**src/rtl/game_pkg.sv**
```systemverilog
// Shared state encoding, widths and score arithmetic for the game sequencer.
package game_pkg;

    localparam int unsigned STATE_W = 3;
    localparam int unsigned SCORE_W = 16;

    typedef enum logic [STATE_W-1:0] {
        ST_IDLE = 3'd0,
        ST_PLAY = 3'd1,
        ST_HIT  = 3'd2,
        ST_OVER = 3'd3,
        ST_WIN  = 3'd4
    } game_state_t;

    function automatic logic [SCORE_W-1:0] score_inc(input logic [SCORE_W-1:0] s);
        return (s == '1) ? s : s + SCORE_W'(1);
    endfunction

endpackage

```
**src/rtl/tick_gen.sv**
```systemverilog
// Movement tick divider: one-cycle tick every DIV enabled cycles.
// The count parks at zero whenever enable is low.
module tick_gen #(
    parameter int unsigned DIV = 100000
) (
    input  logic clock,
    input  logic reset,
    input  logic enable,
    output logic tick
);

    localparam int unsigned   CW   = (DIV > 1) ? $clog2(DIV) : 1;
    localparam logic [CW-1:0] LAST = CW'(DIV - 1);

    logic [CW-1:0] count;

    // reset is active-low and asynchronous
    always_ff @(posedge clock or negedge reset) begin
        if (!reset) begin
            count <= '0;
        end else if (!enable || count == LAST) begin
            count <= '0;
        end else begin
            count <= count + CW'(1);
        end
    end

    assign tick = enable && (count == LAST);

endmodule

```
**src/rtl/game_sequencer.sv**
```systemverilog
// Game flow sequencer: IDLE -> PLAY -> HIT -> PLAY/OVER, with optional WIN.
// Define GAME_SEQ_WIN_EN to let reaching WIN_SCORE coins end the game in WIN.
module game_sequencer
    import game_pkg::*;
#(
    parameter int unsigned TICK_DIV   = 100000,
    parameter int unsigned LIVES      = 3,
    parameter int unsigned HIT_FRAMES = 60,
    parameter int unsigned WIN_SCORE  = 16
) (
    input  logic               vga_clk,
    input  logic               arst_n,
    input  logic               frame_start,
    input  logic               btn_start,
    input  logic               hit_enemy,
    input  logic               hit_coin,
    output logic               tick_en,
    output logic               play_active,
    output logic               respawn,
    output logic               coin_relocate,
    output logic [1:0]         lives,
    output logic [SCORE_W-1:0] score,
    output logic               flash,
    output logic [STATE_W-1:0] state
);

`ifdef GAME_SEQ_WIN_EN
    localparam bit WIN_EN = 1'b1;
`else
    localparam bit WIN_EN = 1'b0;
`endif

    localparam logic [1:0]         LIVES_INIT = 2'(LIVES);
    localparam logic [7:0]         HIT_LAST   = 8'(HIT_FRAMES - 1);
    localparam logic [SCORE_W-1:0] WIN_VAL    = SCORE_W'(WIN_SCORE);

    game_state_t        cur;
    logic               btn_d;
    logic               coin_d;
    logic [7:0]         frame_cnt;
    logic [1:0]         lives_r;
    logic [SCORE_W-1:0] score_r;
    logic [SCORE_W-1:0] score_nxt;
    logic               respawn_r;
    logic               relocate_r;

    logic start_edge;
    logic enemy_hit;
    logic coin_take;
    logic win_hit;

    assign start_edge = btn_start && !btn_d;
    assign enemy_hit  = (cur == ST_PLAY) && frame_start && hit_enemy;
    // An enemy hit in the same cycle swallows the coin pickup.
    assign coin_take  = (cur == ST_PLAY) && hit_coin && !coin_d && !enemy_hit;

    always_comb begin
        score_nxt = score_r;
        if (cur == ST_IDLE && start_edge) begin
            score_nxt = '0;
        end else if (coin_take) begin
            score_nxt = score_inc(score_r);
        end
    end

    assign win_hit = coin_take && (score_r != '1) && (score_nxt == WIN_VAL);

    always_ff @(posedge vga_clk or negedge arst_n) begin
        if (!arst_n) begin
            cur        <= ST_IDLE;
            btn_d      <= 1'b0;
            coin_d     <= 1'b0;
            frame_cnt  <= '0;
            lives_r    <= '0;
            score_r    <= '0;
            respawn_r  <= 1'b0;
            relocate_r <= 1'b0;
        end else begin
            btn_d      <= btn_start;
            coin_d     <= hit_coin;
            score_r    <= score_nxt;
            respawn_r  <= 1'b0;
            relocate_r <= coin_take;
            case (cur)
                ST_IDLE: begin
                    if (start_edge) begin
                        cur       <= ST_PLAY;
                        lives_r   <= LIVES_INIT;
                        respawn_r <= 1'b1;
                    end
                end
                ST_PLAY: begin
                    if (enemy_hit) begin
                        cur       <= ST_HIT;
                        lives_r   <= lives_r - 2'd1;
                        frame_cnt <= '0;
                    end else if (WIN_EN && win_hit) begin
                        cur <= ST_WIN;
                    end
                end
                ST_HIT: begin
                    if (frame_start) begin
                        if (frame_cnt == HIT_LAST) begin
                            frame_cnt <= '0;
                            if (lives_r == 2'd0) begin
                                cur <= ST_OVER;
                            end else begin
                                cur       <= ST_PLAY;
                                respawn_r <= 1'b1;
                            end
                        end else begin
                            frame_cnt <= frame_cnt + 8'd1;
                        end
                    end
                end
                ST_OVER, ST_WIN: begin
                    if (start_edge) begin
                        cur <= ST_IDLE;
                    end
                end
                default: cur <= ST_IDLE;
            endcase
        end
    end

    tick_gen #(
        .DIV (TICK_DIV)
    ) u_tick_gen (
        .clock  (vga_clk),
        .reset  (arst_n),
        .enable (cur == ST_PLAY),
        .tick   (tick_en)
    );

    assign state         = cur;
    assign play_active   = (cur == ST_PLAY);
    assign respawn       = respawn_r;
    assign coin_relocate = relocate_r;
    assign lives         = lives_r;
    assign score         = score_r;
    assign flash         = (cur == ST_HIT)  ? frame_cnt[3]
                         : (cur == ST_OVER) || (cur == ST_WIN);

endmodule

```
**config.mk**
```make
export PLATFORM = sky130hd
export DESIGN_NAME = game_sequencer
export DESIGN_NICKNAME = d
export VERILOG_FILES = /design/src/rtl/game_pkg.sv /design/src/rtl/tick_gen.sv /design/src/rtl/game_sequencer.sv
export SDC_FILE = /design/constraint.sdc
export NUM_CORES = 1
export LEC_CHECK = 0
export ABC_AREA = 1
export BUFFER_PORTS_ARGS = -buffer_cell sky130_fd_sc_hd__buf_2
export CORE_UTILIZATION = 58
export DETAILED_ROUTE_END_ITERATION = 12
export HOLD_SLACK_MARGIN = 0.15
export PLACE_DENSITY = 0.79
export SETUP_SLACK_MARGIN = 0.2
export SYNTH_ARGS = -nofsm -noshare
export SYNTH_HDL_FRONTEND = slang
export SYNTH_SLANG_ARGS = --single-unit
export TNS_END_PERCENT = 30
```
**constraint.sdc**
```tcl
create_clock -name vga_clk -period 1.7 [get_ports vga_clk]
set_input_delay 0.17 -clock vga_clk [delete_from_list [all_inputs] [get_ports vga_clk]]
set_output_delay 0.17 -clock vga_clk [all_outputs]
set_load 0.01 [all_outputs]
```
# After elaboration in Yosys (flattened, before gate mapping)
# Cells that the tools add are included.
dict set report word_totals {
  word_cells 74
  inputBits 6
  output_inout_bits 26
  reg_bits 50
}
dict set report op_classes {
  n_addsub 4
  n_mux 24
  eq_ne 13
  n_reduce_logical 24
}
# cell count
set ops {}
lappend ops {{$mux W16} 3}
lappend ops {{$mux W8} 3}
lappend ops {{$add A17 B1 Y17 const B} 1}
lappend ops {{$eq A17 B17 Y1 const B} 1}
lappend ops {{$mux W17} 1}
lappend ops {{$add A16 B1 Y16 const B} 1}
lappend ops {{$eq A16 B16 Y1 const B} 1}
lappend ops {{$pmux W8 S2} 1}
lappend ops {{$mux W3} 5}
lappend ops {{$ne A2 B2 Y1 const B} 6}
lappend ops {{$pmux W3 S4} 1}
lappend ops {{$add A8 B1 Y8 const B} 1}
lappend ops {{$eq A8 B6 Y1 const B} 1}
lappend ops {{$logic_and A1 B1 Y1} 8}
lappend ops {{$eq A3 B2 Y1 const B} 2}
lappend ops {{$mux W2} 3}
lappend ops {{$reduce_and A3 Y1} 2}
lappend ops {{$reduce_bool A2 Y1} 3}
lappend ops {{$mux W1} 5}
lappend ops {{$reduce_and A5 Y1} 1}
lappend ops {{$logic_not A1 Y1} 4}
lappend ops {{$pmux W2 S2} 1}
lappend ops {{$eq A3 B1 Y1 const B} 1}
lappend ops {{$eq A3 B3 Y1 const B} 1}
lappend ops {{7 further kinds} 8}

# Longest topological paths before layout
# Gate-level depths: netlist (run 1).
dict set report logic_depth {
  depth_word 7
  ltp_mapped 9
  mapped_depth_nobuf 9
}

# Hierarchy
# From an unflattened synthesis (run 1), not the netlist that was laid out.
dict set report hier_totals {
  cells_unflattened 380
  hier_area_um2 2885.3
}
# mod n_inst seq_area_each_um2 cells_each area_each_um2
set by_module_without_submodules {}
lappend by_module_without_submodules {game_sequencer 1 800.8 252 1911.8}
lappend by_module_without_submodules {tick_gen 1 425.4 128 973.4}

# Least setup slack after synthesis (run 1)
# No wires, ideal clock.
dict set report synth_timing {
  kind {register to register}
  from {register score_r[0] (netlist: score[0])}
  to {register score_r[0] (netlist: score[0])}
  synth_period_minus_slack_ns 1.515
  path_buffers 1
  arrival_ns 1.390
  setup_slack_ns 0.185
  required_ns 1.575
  setup_ns 0.125
  stages_incl_launch_ff 8
  path_cell_list {dfrtp_1 ha_1 nand3_2 inv_1 nand3_1 o21ai_2 buf_6 o21ai_2}
}
dict set report synth_via {
  elab_chain_cells 4
  word_cells_on_any_way 7
  classes_between {add/sub: 1; eq/ne: 2; mux: 3; reduce/logical: 1}
}
# item line
set synth_rtl {}
lappend synth_rtl {{start: declaration} game_sequencer.sv:42} ;# logic [SCORE_W-1:0] score_r;
lappend synth_rtl {{start signal: assignment} game_sequencer.sv:81} ;# score_r <= score_nxt;
lappend synth_rtl {{$add A16 B1 Y16} game_pkg.sv:16} ;# return (s == '1) ? s : s + SCORE_W'(1);
lappend synth_rtl {{$mux W16} game_pkg.sv:16}
lappend synth_rtl {{$mux W16} game_sequencer.sv:61} ;# end else if (coin_take) begin
lappend synth_rtl {{$mux W16} game_sequencer.sv:59} ;# if (cur == ST_IDLE && start_edge) begin
# Several ways; a longest one is shown, not always the timed one. The select of a mux whose other input is x is not followed.
# A chain may end at the register's enable or synchronous reset.

# Final worst setup path (run 1)
dict set report layout_timing {
  from {register u_tick_gen.count[0]}
  to {output port tick_en}
}
dict set report layout_via {
  elab_chain_cells 2
}
# item line
set layout_rtl {}
lappend layout_rtl {{start: declaration} tick_gen.sv:15} ;# logic [CW-1:0] count;
lappend layout_rtl {{start signal: assignment} tick_gen.sv:24} ;# count <= count + CW'(1);
lappend layout_rtl {{$eq A17 B17 Y1} tick_gen.sv:28} ;# assign tick = enable && (count == LAST);
lappend layout_rtl {{$logic_and A1 B1 Y1} tick_gen.sv:28}
lappend layout_rtl {{end: declaration} game_sequencer.sv:17} ;# output logic tick_en,
# No other way between the ends.

==> results.sh, run 1 <==
export IMPL_cts_tree="built"
export IMPL_drc=0
export IMPL_grt_usage=0.267
export IMPL_pwr_density_cell_mw_per_mm2=894
export IMPL_post_synth_cell_area_avg_um2=7.54
export IMPL_critPathCaptureType="output pin"
export IMPL_drive_gt1_frac=0.283
export IMPL_synthesis_yosys_warnings=0
export IMPL_synth_cell_type_count=26
export IMPL_seq_area_frac_synth=0.443
export IMPL_synthesis_instances=367
export IMPL_routed_wirelength_um=6390
export IMPL_kind_of_path_behind_the_tightest_hold_check="primary input to register"
export IMPL_setup_tns_final_ns=0
export IMPL_grt_pass1_wl_um=10600
export IMPL_drt_first_iter_violations=143
export IMPL_pin_count=32
export IMPL_power_switching_share=0.353
export IMPL_clock_skew_final_ns=0.00743
export IMPL_io_buffers=30
export IMPL_route_detailed_vias_per_inst=5.35
export IMPL_dr_total_vias=2642
export IMPL_design_final_nets=453
export IMPL_logic_gate_share_of_total_power=0.363
export IMPL_cts_htree_levels=2
export IMPL_net_count_synth=377
export IMPL_power_net_switching_uw=1120
export IMPL_syn_to_final_growth_pct=27.6
export IMPL_postPlaceCellArea_mm2=0.00311
export IMPL_antenna_left=0
export IMPL_clock_root_buffer="sky130_fd_sc_hd__clkbuf_8"
export IMPL_crit_type="register to output pin"
export IMPL_cts_inserted_buffers=5
export IMPL_synth_flop_cell="sky130_fd_sc_hd__dfrtp_1"
export IMPL_finalSetupViolCount=0
export IMPL_dr_pass1_iters=4
export IMPL_rsz_0062_raised_after_global_routing="true"
export IMPL_final_min_period_over_clock_period=0.964
export IMPL_setup_ws_post_layout_ns=0.0612
export IMPL_die_height_um=71.1
export IMPL_max_cap_viol_count=0
export IMPL_synth_edf_count=0
export IMPL_post_synth_main_area_contributors="sky130_fd_sc_hd__dfrtp_1 44%, sky130_fd_sc_hd__nand2_1 14%, sky130_fd_sc_hd__nor2_1 7.1%"
export IMPL_design_core_area_mm2=0.00447
export IMPL_diodes=0
export IMPL_clkSinkCount=49
export IMPL_yosys_register_bits=49
export IMPL_power_leakage_uw=0.00169
export IMPL_cp_data_required_time_ns=1.53
export IMPL_dp_hpwl_um=4350
export IMPL_critPathBufInv=2
export IMPL_dpl_worst_slack_ns=-0.0941
export IMPL_drt_wirelength_per_cell_um=12.9
export IMPL_max_clock_freq_mhz=610
export IMPL_netlist_top_cell_by_area="sky130_fd_sc_hd__dfrtp_1"
export IMPL_fin_hold_ws_ns=0.231
export IMPL_grt_max_degree=50
export IMPL_stdcell_area_mm2=0.00353
export IMPL_crit_family="simple AND/OR/NAND/NOR gates"
export IMPL_share_seq_of_total_power=0.437
export IMPL_leading_cell_type_by_number_of_instances_after_synthesis="sky130_fd_sc_hd__nand2_1"
export IMPL_slew_headroom=0.632
export IMPL_synth_cells_most_frequent="100 x sky130_fd_sc_hd__nand2_1, 52 x sky130_fd_sc_hd__nor2_1, 49 x sky130_fd_sc_hd__dfrtp_1"
export IMPL_run_status="completed"
export IMPL_critPathMaxStageDelay_ns=0.36
export IMPL_cpMaxStageDelayCell="sky130_fd_sc_hd__dfrtp_1"
export IMPL_timing_critical_path_cells="ha_2 > nand2_2 > inv_2 > nand2_2 > nor2_2 > nand3_2 > nor2_2 > buf_2"
export IMPL_die_width_um=71.1
export IMPL_report_final_slew_viol_count=0
export IMPL_clk_latency_ns=0.31
export IMPL_grt_overflow=0
export IMPL_first_global_vias=2548
export IMPL_antenna_found_initial=0
export IMPL_fin_util=0.789
export IMPL_finalCriticalPeriod_ns=1.64
export IMPL_path_clk_slew_ns=0.08
export IMPL_power_share_clock=0.201
export IMPL_start_kind="register"
export IMPL_ys_async_sr_fraction=1.00
export IMPL_cell_area_after_technology_mapping_mm2=0.00277
export IMPL_dieArea_mm2=0.00505
export IMPL_path_max_fanout=2
export IMPL_initial_core_util=0.619
export IMPL_max_clock_path_buffers=2
export IMPL_synth_top_area_frac=0.443
export IMPL_p_int_uw=2040
export IMPL_critPathArrivalTime_ns=1.47
export IMPL_vdd_ir_drop_max_uv=628
export IMPL_placementRows=24
export IMPL_worst_r2r_setup_slack_ns=0.11
export IMPL_max_slew_worst_pin_slew_ns=0.548
export IMPL_finalHoldViolCount=0
export IMPL_place_congestion=0.886
-- stage by stage --
stage / cells / total power, µW
2_1_floorplan: 367 / 2000
3_3_place_gp: 466 / 2290
3_5_place_dp: 466 / 2310
4_1_cts: 483 / 3010
5_1_grt: 494 / 3370
6_report: 494 / 3160
-- registers in the layout (all words and copies together) (netlist names) --
register,cells
respawn,1
state,2
lives,2
u_tick_gen.count,17
btn_d,1
coin_relocate,1
frame_cnt,8
score,16
coin_d,1
-- cell usage in the layout (no fill, tap or decap), drive strengths merged, types with 7 or more instances in the layout --
cell type	count
nand2	103
buf	70
nor2	54
dfrtp	49
inv	46
o21ai	26
nand3	22
nor3	17
nand4	15
a21oi	7
xnor2	7
-- cell families (layout without fill, tap and decap cells) --
kind of cell,Yosys count,after routing,share of synthesized area
other,1,1,0.00135
AOI/OAI and AO/OA,38,38,0.0877
buffers and inverters,51,125,0.0809
DFF,49,49,0.443
adders and majority gates,4,4,0.0181
xor gates and xnor gates,13,13,0.0411
and+or+nand+nor,211,212,0.328
-- area by class of cell --
class / count / area (µm²)
Fill cell: 304 / 942
Inverter: 46 / 173
Clock inverter: 1 / 5.00
Sequential cell: 49 / 1230
Clock buffer: 5 / 68.8
Multi-Input combinational cell: 268 / 1490
Tap cell: 52 / 65.1
Timing Repair Buffer: 73 / 504
-- power groups by stage --
stage	Clock, µW	Sequential (µW)	Combinational, µW
CTS	657	1370	987
global placement	0	1400	892
floorplan	0	1450	549
finish	633	1380	1150
detailed placement	0	1400	908
global route	692	1400	1280
-- worst register-to-register path: cells and delay by family (launching register included) --
kind,cells,cell delay (ns)
and+or+nand+nor,7,0.64
DFF,1,0.36
buffers and inverters,3,0.33
adders and majority gates,1,0.19
-- what timing repair did --
action	4_1_cts	5_1_grt
cloned	0	1
setup endpoints to repair	36	37
hold buffers	3	0
resized for setup	7	39
pin swaps	6	21
hold endpoints to repair	51	0
buffers inserted	8	10
-- per-layer routing --
| metal | track usage | routed length, µm | vias to the layer above | share of wire |
|---|---|---|---|---|
| met5 | 0 | 0 | - | 0 |
| met4 | 0.0933 | 81 | 0 | 0.013 |
| met3 | 0.0541 | 214 | 8 | 0.033 |
| met2 | 0.466 | 3350 | 47 | 0.52 |
| met1 | 0.332 | 2740 | 1264 | 0.43 |
| li1 | - | - | 1323 | - |
-- final timing paths --
check	startpoint	to	cells after the start
worst max-delay path	u_tick_gen.count[0]$_DFF_PN0_	tick_en	8
worst min-delay path	frame_start	respawn$_DFF_PN0_	3
worst max register to register	u_tick_gen.count[0]$_DFF_PN0_	u_tick_gen.count[14]$_DFF_PN0_	11
worst min register to register	frame_cnt[1]$_DFFE_PN0P_	frame_cnt[1]$_DFFE_PN0P_	2
max in group asynchronous	arst_n	score[0]$_DFFE_PN0P_	3
min in group asynchronous	arst_n	u_tick_gen.count[2]$_DFF_PN0_	3
Note: power is estimated with default switching activity, not from simulation.
==> run 2, diff against run 1 <==
--- a/config.mk
+++ b/config.mk
@@ -7,10 +7,10 @@
 export LEC_CHECK = 0
 export ABC_AREA = 1
 export BUFFER_PORTS_ARGS = -buffer_cell sky130_fd_sc_hd__buf_2
-export CORE_UTILIZATION = 58
+export CORE_UTILIZATION = 53
 export DETAILED_ROUTE_END_ITERATION = 12
 export HOLD_SLACK_MARGIN = 0.15
-export PLACE_DENSITY = 0.79
+export PLACE_DENSITY = 0.76
 export SETUP_SLACK_MARGIN = 0.2
 export SYNTH_ARGS = -nofsm -noshare
 export SYNTH_HDL_FRONTEND = slang
==> constraint.sdc (replaced) <==
create_clock -name vga_clk -period 1.4 [get_ports vga_clk]
set_input_delay 0.14 -clock vga_clk [delete_from_list [all_inputs] [get_ports vga_clk]]
set_output_delay 0.14 -clock vga_clk [all_outputs]
set_load 0.01 [all_outputs]
==> results.sh, run 2 (same netlist as run 1, synthesis figures left out) <==
export IMPL_run_status="finished, violations left"
export IMPL_violations_in_the_final_reports="setup timing"
export IMPL_grt_overflow=0
export IMPL_hp_start="frame_start"
export IMPL_drc=0
export IMPL_setup_ws_post_layout_ns=-0.262
export IMPL_power_leakage_uw=0.00181
export IMPL_clock_skew_final_ns=0.0117
export IMPL_syn_to_final_growth_pct=40.2
export IMPL_critical_path_depth=8
export IMPL_drt_wirelength_per_cell_um=13.8
export IMPL_sum_of_routed_wire_segments_on_met1_um=3190
export IMPL_place_congestion=0.850
export IMPL_top_layer_in_use="met4"
export IMPL_worstRegToRegCells=10
export IMPL_antenna_left=0
export IMPL_numPlacedInstances=506
export IMPL_critPathBufInv=2
export IMPL_io_buffers=30
export IMPL_final_cell_mix="89 x sky130_fd_sc_hd__nand2_1, 43 x sky130_fd_sc_hd__dfrtp_1, 42 x sky130_fd_sc_hd__buf_4"
export IMPL_cts_inserted_buffers=5
export IMPL_cpMostUsedCell="sky130_fd_sc_hd__nand2_2"
export IMPL_detailroute_wirelength_met3_um=396
export IMPL_dp_hpwl_um=4750
export IMPL_worst_r2r_setup_slack_ns=-0.12
export IMPL_fillers=329
export IMPL_cp_data_required_time_ns=1.26
export IMPL_multiInputGateArea_mm2=0.00156
export IMPL_finalCriticalPeriod_ns=1.66
export IMPL_placementRows=25
export IMPL_critPathMaxStageDelay_ns=0.36
export IMPL_path_clk_slew_ns=0.10
export IMPL_route_detailed_vias_per_inst=5.25
export IMPL_layout_commonest_cell="sky130_fd_sc_hd__nand2_1"
export IMPL_die_height_um=74.3
export IMPL_max_cap_viol_count=0
export IMPL_diodes=0
export IMPL_clock_root_buffer="sky130_fd_sc_hd__clkbuf_8"
export IMPL_antenna_found_initial=0
export IMPL_pwr_density_cell_mw_per_mm2=1140
export IMPL_dr_total_vias=2794
export IMPL_rsz_0062_raised_after_global_routing="true"
export IMPL_max_clock_freq_mhz=602
export IMPL_terminus_of_the_critical_flop_to_flop_path="u_tick_gen.count[10]$_DFF_PN0_"
export IMPL_path_max_fanout=2
export IMPL_critPathCaptureType="output pin"
export IMPL_finalSetupViolCount=22
export IMPL_cts_htree_levels=2
export IMPL_grt_pass1_wl_um=11400
export IMPL_first_global_vias=2601
export IMPL_fin_util=0.795
export IMPL_design_core_area_mm2=0.00488
export IMPL_vdd_ir_drop_max_uv=844
export IMPL_critical_path_reg2reg_startpoint="u_tick_gen.count[0]$_DFF_PN0_"
export IMPL_met2WireLength_um=3640
export IMPL_clkSinkCount=49
export IMPL_pin_count=32
export IMPL_start_kind="register"
export IMPL_post_layout_nonfiller_instances=532
export IMPL_clk_latency_ns=0.32
export IMPL_drive_gt1_frac=0.381
export IMPL_initial_core_util=0.567
export IMPL_grt_max_degree=50
export IMPL_routed_wirelength_um=7360
export IMPL_drt_first_iter_violations=161
export IMPL_kind_of_path_behind_the_tightest_hold_check="primary input to register"
export IMPL_crit_type="register to output pin"
export IMPL_die_width_um=74.3
export IMPL_critPathArrivalTime_ns=1.52
export IMPL_crit_family="simple AND/OR/NAND/NOR gates"
export IMPL_finalHoldViolCount=0
export IMPL_dr_pass1_iters=5
export IMPL_report_final_slew_viol_count=0
export IMPL_cts_tree="built"
export IMPL_footprint_of_the_flip_flops_and_latches_mm2=0.00123
export IMPL_max_clock_path_buffers=2
export IMPL_largest_register_ffs=17
export IMPL_cpMaxStageDelayCell="sky130_fd_sc_hd__dfrtp_1"
export IMPL_final_min_period_over_clock_period=1.19
export IMPL_regMostFlops="u_tick_gen.count"
export IMPL_design_final_nets=474
export IMPL_min_delay_worst_endpoint="state[1]$_DFFE_PN0P_"
export IMPL_timing_critical_path_cells="ha_2 > nand2_2 > inv_2 > nand2_2 > nor2_2 > nand3_2 > nor2_1 > buf_2"
export IMPL_dieArea_mm2=0.00552
export IMPL_worst_hold_stages=5
export IMPL_grt_usage=0.275
## run 2: cell count changes in the layout (fill, tap and decap cells not counted), sizes merged
cell,previous run,this run
clkinv,1,0
clkbuf,5,6
nand2,103,102
clkinvlp,0,2
buf,70,91
dlygate4sd3,3,4
## run 2: repair_timing
item                       in CTS  in global routing
setup buffers                   5                  8
setup endpoints to repair      50                 54
hold endpoints to repair       52                  0
cloned                          0                  1
hold buffers                    4                  0
resized for setup              60                 39
pin swaps                      34                 22
## run 2: how the worst max path moves through the flow
| stage | start | endpoint |
|---|---|---|
| floorplan | score[1]$_DFFE_PN0P_ | score[2]$_DFFE_PN0P_ |
| global placement | score[1]$_DFFE_PN0P_ | score[4]$_DFFE_PN0P_ |
| detailed placement | score[1]$_DFFE_PN0P_ | score[2]$_DFFE_PN0P_ |
| CTS | u_tick_gen.count[0]$_DFF_PN0_ | tick_en |
| global route | u_tick_gen.count[10]$_DFF_PN0_ | tick_en |
| finish | u_tick_gen.count[0]$_DFF_PN0_ | tick_en |
## run 2: final cells by class
cell class                 count  share of cell area
clock buffer                   6              0.0187
clock inverter                 2             0.00387
inverter                      46              0.0451
multi-input combinational    267               0.402
sequential                    49               0.318
tap                           67              0.0216
timing repair buffer          95               0.191
## run 2: layer usage
layer | GRT usage | up-vias
met2 | 0.472 | 91
met1 | 0.353 | 1318
met4 | 0.0818 | 0
met5 | 0 | -
met3 | 0.0542 | 13
li1 | - | 1372
## run 2: through the flow
stage / worst slack [ns] / power [µW] / instance area (µm²) / setup TNS [ns] / hold slack, ns
floorplan: -0.0572 / 2430 / 2780 / -1.16 / -0.156
global placement: -0.0619 / 3060 / 3320 / -0.517 / 0.150
detailed placement: -0.116 / 3090 / 3320 / -1.49 / 0.147
CTS: -0.232 / 4220 / 3680 / -0.347 / 0.282
global route: -0.349 / 4670 / 3880 / -3.16 / 0.301
finish: -0.262 / 4440 / 3880 / -1.50 / 0.291
## run 2: power breakdown
group / switching, µW / internal, µW / leakage [µW]
Sequential: 128 / 1560 / 0.000657
Combinational: 990 / 888 / 0.00112
Clock: 512 / 353 / 0.0000374
Total: 1630 / 2800 / 0.00181
## run 2: tightest hold or removal path, delay by kind of cell
family / cells / cell delay (ns)
buffers and inverters: 1 / 0.13
and+or+nand+nor: 3 / 0.16
AOI/OAI and AO/OA: 1 / 0.13
==> run 3, diff against run 2 <==
--- a/config.mk
+++ b/config.mk
@@ -11,6 +11,7 @@
 export DETAILED_ROUTE_END_ITERATION = 12
 export HOLD_SLACK_MARGIN = 0.15
 export PLACE_DENSITY = 0.76
+export RECOVER_POWER = 100
 export SETUP_SLACK_MARGIN = 0.2
 export SYNTH_ARGS = -nofsm -noshare
 export SYNTH_HDL_FRONTEND = slang
==> results.sh, run 3 (same netlist as run 1, synthesis figures left out) <==
export IMPL_run_status="finished, violations left"
export IMPL_violations_in_the_final_reports="setup timing"
export IMPL_busiest_layer="met2"
export IMPL_power_leakage_uw=0.00177
export IMPL_drt_first_iter_violations=150
export IMPL_grt_max_degree=50
export IMPL_finalHoldViolCount=0
export IMPL_logic_gate_share_of_total_power=0.421
export IMPL_cts_inserted_buffers=5
export IMPL_grt_util_met3=0.0542
export IMPL_rsz_0062_raised_after_global_routing="true"
export IMPL_place_congestion=0.850
export IMPL_kind_of_path_behind_the_tightest_hold_check="primary input to register"
export IMPL_diodes=0
export IMPL_path_clk_slew_ns=0.10
export IMPL_vdd_ir_drop_max_uv=827
export IMPL_placementRows=25
export IMPL_drc=0
export IMPL_io_buffers=30
export IMPL_design_final_nets=474
export IMPL_layout_commonest_cell="sky130_fd_sc_hd__nand2_1"
export IMPL_route_detailed_vias_per_inst=5.26
export IMPL_setup_ws_post_layout_ns=-0.261
export IMPL_footprint_of_the_flip_flops_and_latches_mm2=0.00123
export IMPL_p_int_uw=2790
export IMPL_initial_core_util=0.567
export IMPL_clock_skew_final_ns=0.0107
export IMPL_critPathArrivalTime_ns=1.52
export IMPL_final_min_period_over_clock_period=1.19
export IMPL_dp_hpwl_um=4750
export IMPL_slew_headroom=0.553
export IMPL_clock_root_buffer="sky130_fd_sc_hd__clkbuf_8"
export IMPL_max_clock_path_buffers=2
export IMPL_grt_overflow=0
export IMPL_pwr_density_cell_mw_per_mm2=1150
export IMPL_start_kind="register"
export IMPL_setup_tns_final_ns=-1.46
export IMPL_max_cap_viol_count=0
export IMPL_path_max_fanout=2
export IMPL_power_net_switching_uw=1630
export IMPL_syn_to_final_growth_pct=39.2
export IMPL_cts_htree_levels=2
export IMPL_cts_tree="built"
export IMPL_pin_count=32
export IMPL_die_height_um=74.3
export IMPL_crit_type="register to output pin"
export IMPL_first_global_vias=2601
export IMPL_max_clock_freq_mhz=602
export IMPL_groute_layer_met1_usage=0.353
export IMPL_met2_usage=0.472
export IMPL_power_switching_share=0.369
export IMPL_multiInputGateArea_mm2=0.00156
export IMPL_finalSetupViolCount=23
export IMPL_fillers=335
export IMPL_dr_pass1_iters=5
export IMPL_stdcell_area_mm2=0.00385
export IMPL_cp_data_required_time_ns=1.26
export IMPL_final_cell_mix="89 x sky130_fd_sc_hd__nand2_1, 44 x sky130_fd_sc_hd__dfrtp_1, 42 x sky130_fd_sc_hd__buf_4"
export IMPL_report_final_slew_viol_count=0
export IMPL_grt_usage=0.275
export IMPL_largest_register_ffs=17
export IMPL_antenna_left=0
export IMPL_routed_wirelength_um=7360
export IMPL_grt_pass1_wl_um=11400
export IMPL_die_width_um=74.3
export IMPL_dieArea_mm2=0.00552
export IMPL_critPathCaptureType="output pin"
export IMPL_drive_gt1_frac=0.357
export IMPL_design_core_area_mm2=0.00488
export IMPL_regMostFlops="u_tick_gen.count"
export IMPL_drt_wirelength_per_cell_um=13.8
export IMPL_max_slew_worst_pin_slew_ns=0.671
export IMPL_clkSinkCount=49
export IMPL_dr_total_vias=2798
export IMPL_power_share_clock=0.196
export IMPL_clk_latency_ns=0.32
export IMPL_share_seq_of_total_power=0.383
export IMPL_finalCriticalPeriod_ns=1.66
export IMPL_antenna_found_initial=0
export IMPL_postPlaceCellArea_mm2=0.00332
[run 3: cell count changes in the layout (fill, tap and decap cells not counted)]
cell,before,now
sky130_fd_sc_hd__dfrtp_2,6,5
sky130_fd_sc_hd__clkbuf_1,1,11
sky130_fd_sc_hd__buf_12,1,0
sky130_fd_sc_hd__clkbuf_4,0,1
sky130_fd_sc_hd__dfrtp_1,43,44
sky130_fd_sc_hd__buf_2,28,18
[run 3: power groups by stage]
stage	Clock (µW)	Combinational (µW)	Sequential [µW]
5_1_grt	926	2020	1700
6_report	864	1860	1690
4_1_cts	870	1670	1680
2_1_floorplan	0	668	1760
3_5_place_dp	0	1400	1690
3_3_place_gp	0	1370	1680
[run 3: worst paths after layout]
path / startpoint / endpoint / slack, ns / cells past startpoint
max: u_tick_gen.count[0]$_DFF_PN0_ / tick_en / -0.26 / 8
min: frame_start / state[0]$_DFFE_PN0P_ / 0.29 / 4
max reg2reg: u_tick_gen.count[0]$_DFF_PN0_ / u_tick_gen.count[10]$_DFF_PN0_ / -0.12 / 10
min reg2reg: frame_cnt[1]$_DFFE_PN0P_ / frame_cnt[1]$_DFFE_PN0P_ / 0.53 / 2
max in group asynchronous: arst_n / score[13]$_DFFE_PN0P_ / 0.43 / 3
min in group asynchronous: arst_n / score[6]$_DFFE_PN0P_ / 0.50 / 3
[run 3: stage by stage]
step	hold slack, ns	utilization	setup WS, ns	instances	power, µW
after detailed placement	0.147	0.681	-0.116	506	3090
after global routing	0.304	0.790	-0.349	532	4650
after global placement	0.150	0.681	-0.0619	506	3060
after CTS	0.282	0.755	-0.232	523	4220
after floorplan	-0.156	-	-0.0572	367	2430
final	0.290	0.790	-0.261	532	4410
[run 3: what timing repair did]
| item | in CTS | in global routing |
|---|---|---|
| setup endpoints to repair | 50 | 54 |
| hold buffers | 4 | 0 |
| pin swaps | 34 | 22 |
| setup buffers | 5 | 8 |
| gates cloned | 0 | 1 |
| hold endpoints to repair | 52 | 0 |
| gates resized for setup | 60 | 39 |
[run 3: final cells by class]
| cell class | count | share of cell area |
|---|---|---|
| clock buffers | 6 | 0.0188 |
| flip-flops and latches | 49 | 0.320 |
| well taps | 67 | 0.0218 |
| clock inverters | 2 | 0.00390 |
| repair buffers | 95 | 0.186 |
| inverters | 46 | 0.0455 |
| multi-input cells | 267 | 0.405 |
[run 3: critical path: stages (launching register included)]
cell and delay [ns]:
sky130_fd_sc_hd__dfrtp_1 0.36, sky130_fd_sc_hd__ha_2 0.19, sky130_fd_sc_hd__nand2_2 0.06, sky130_fd_sc_hd__inv_2 0.06, sky130_fd_sc_hd__nand2_2 0.06, sky130_fd_sc_hd__nor2_2 0.10
sky130_fd_sc_hd__nand3_2 0.10, sky130_fd_sc_hd__nor2_1 0.12, sky130_fd_sc_hd__buf_2 0.14
[run 3: routing by layer]
metal  part of all wire  wire length, µm
met1               0.44             3260
met2               0.49             3630
met3              0.047              346
met4              0.018              131
met5                  0                0
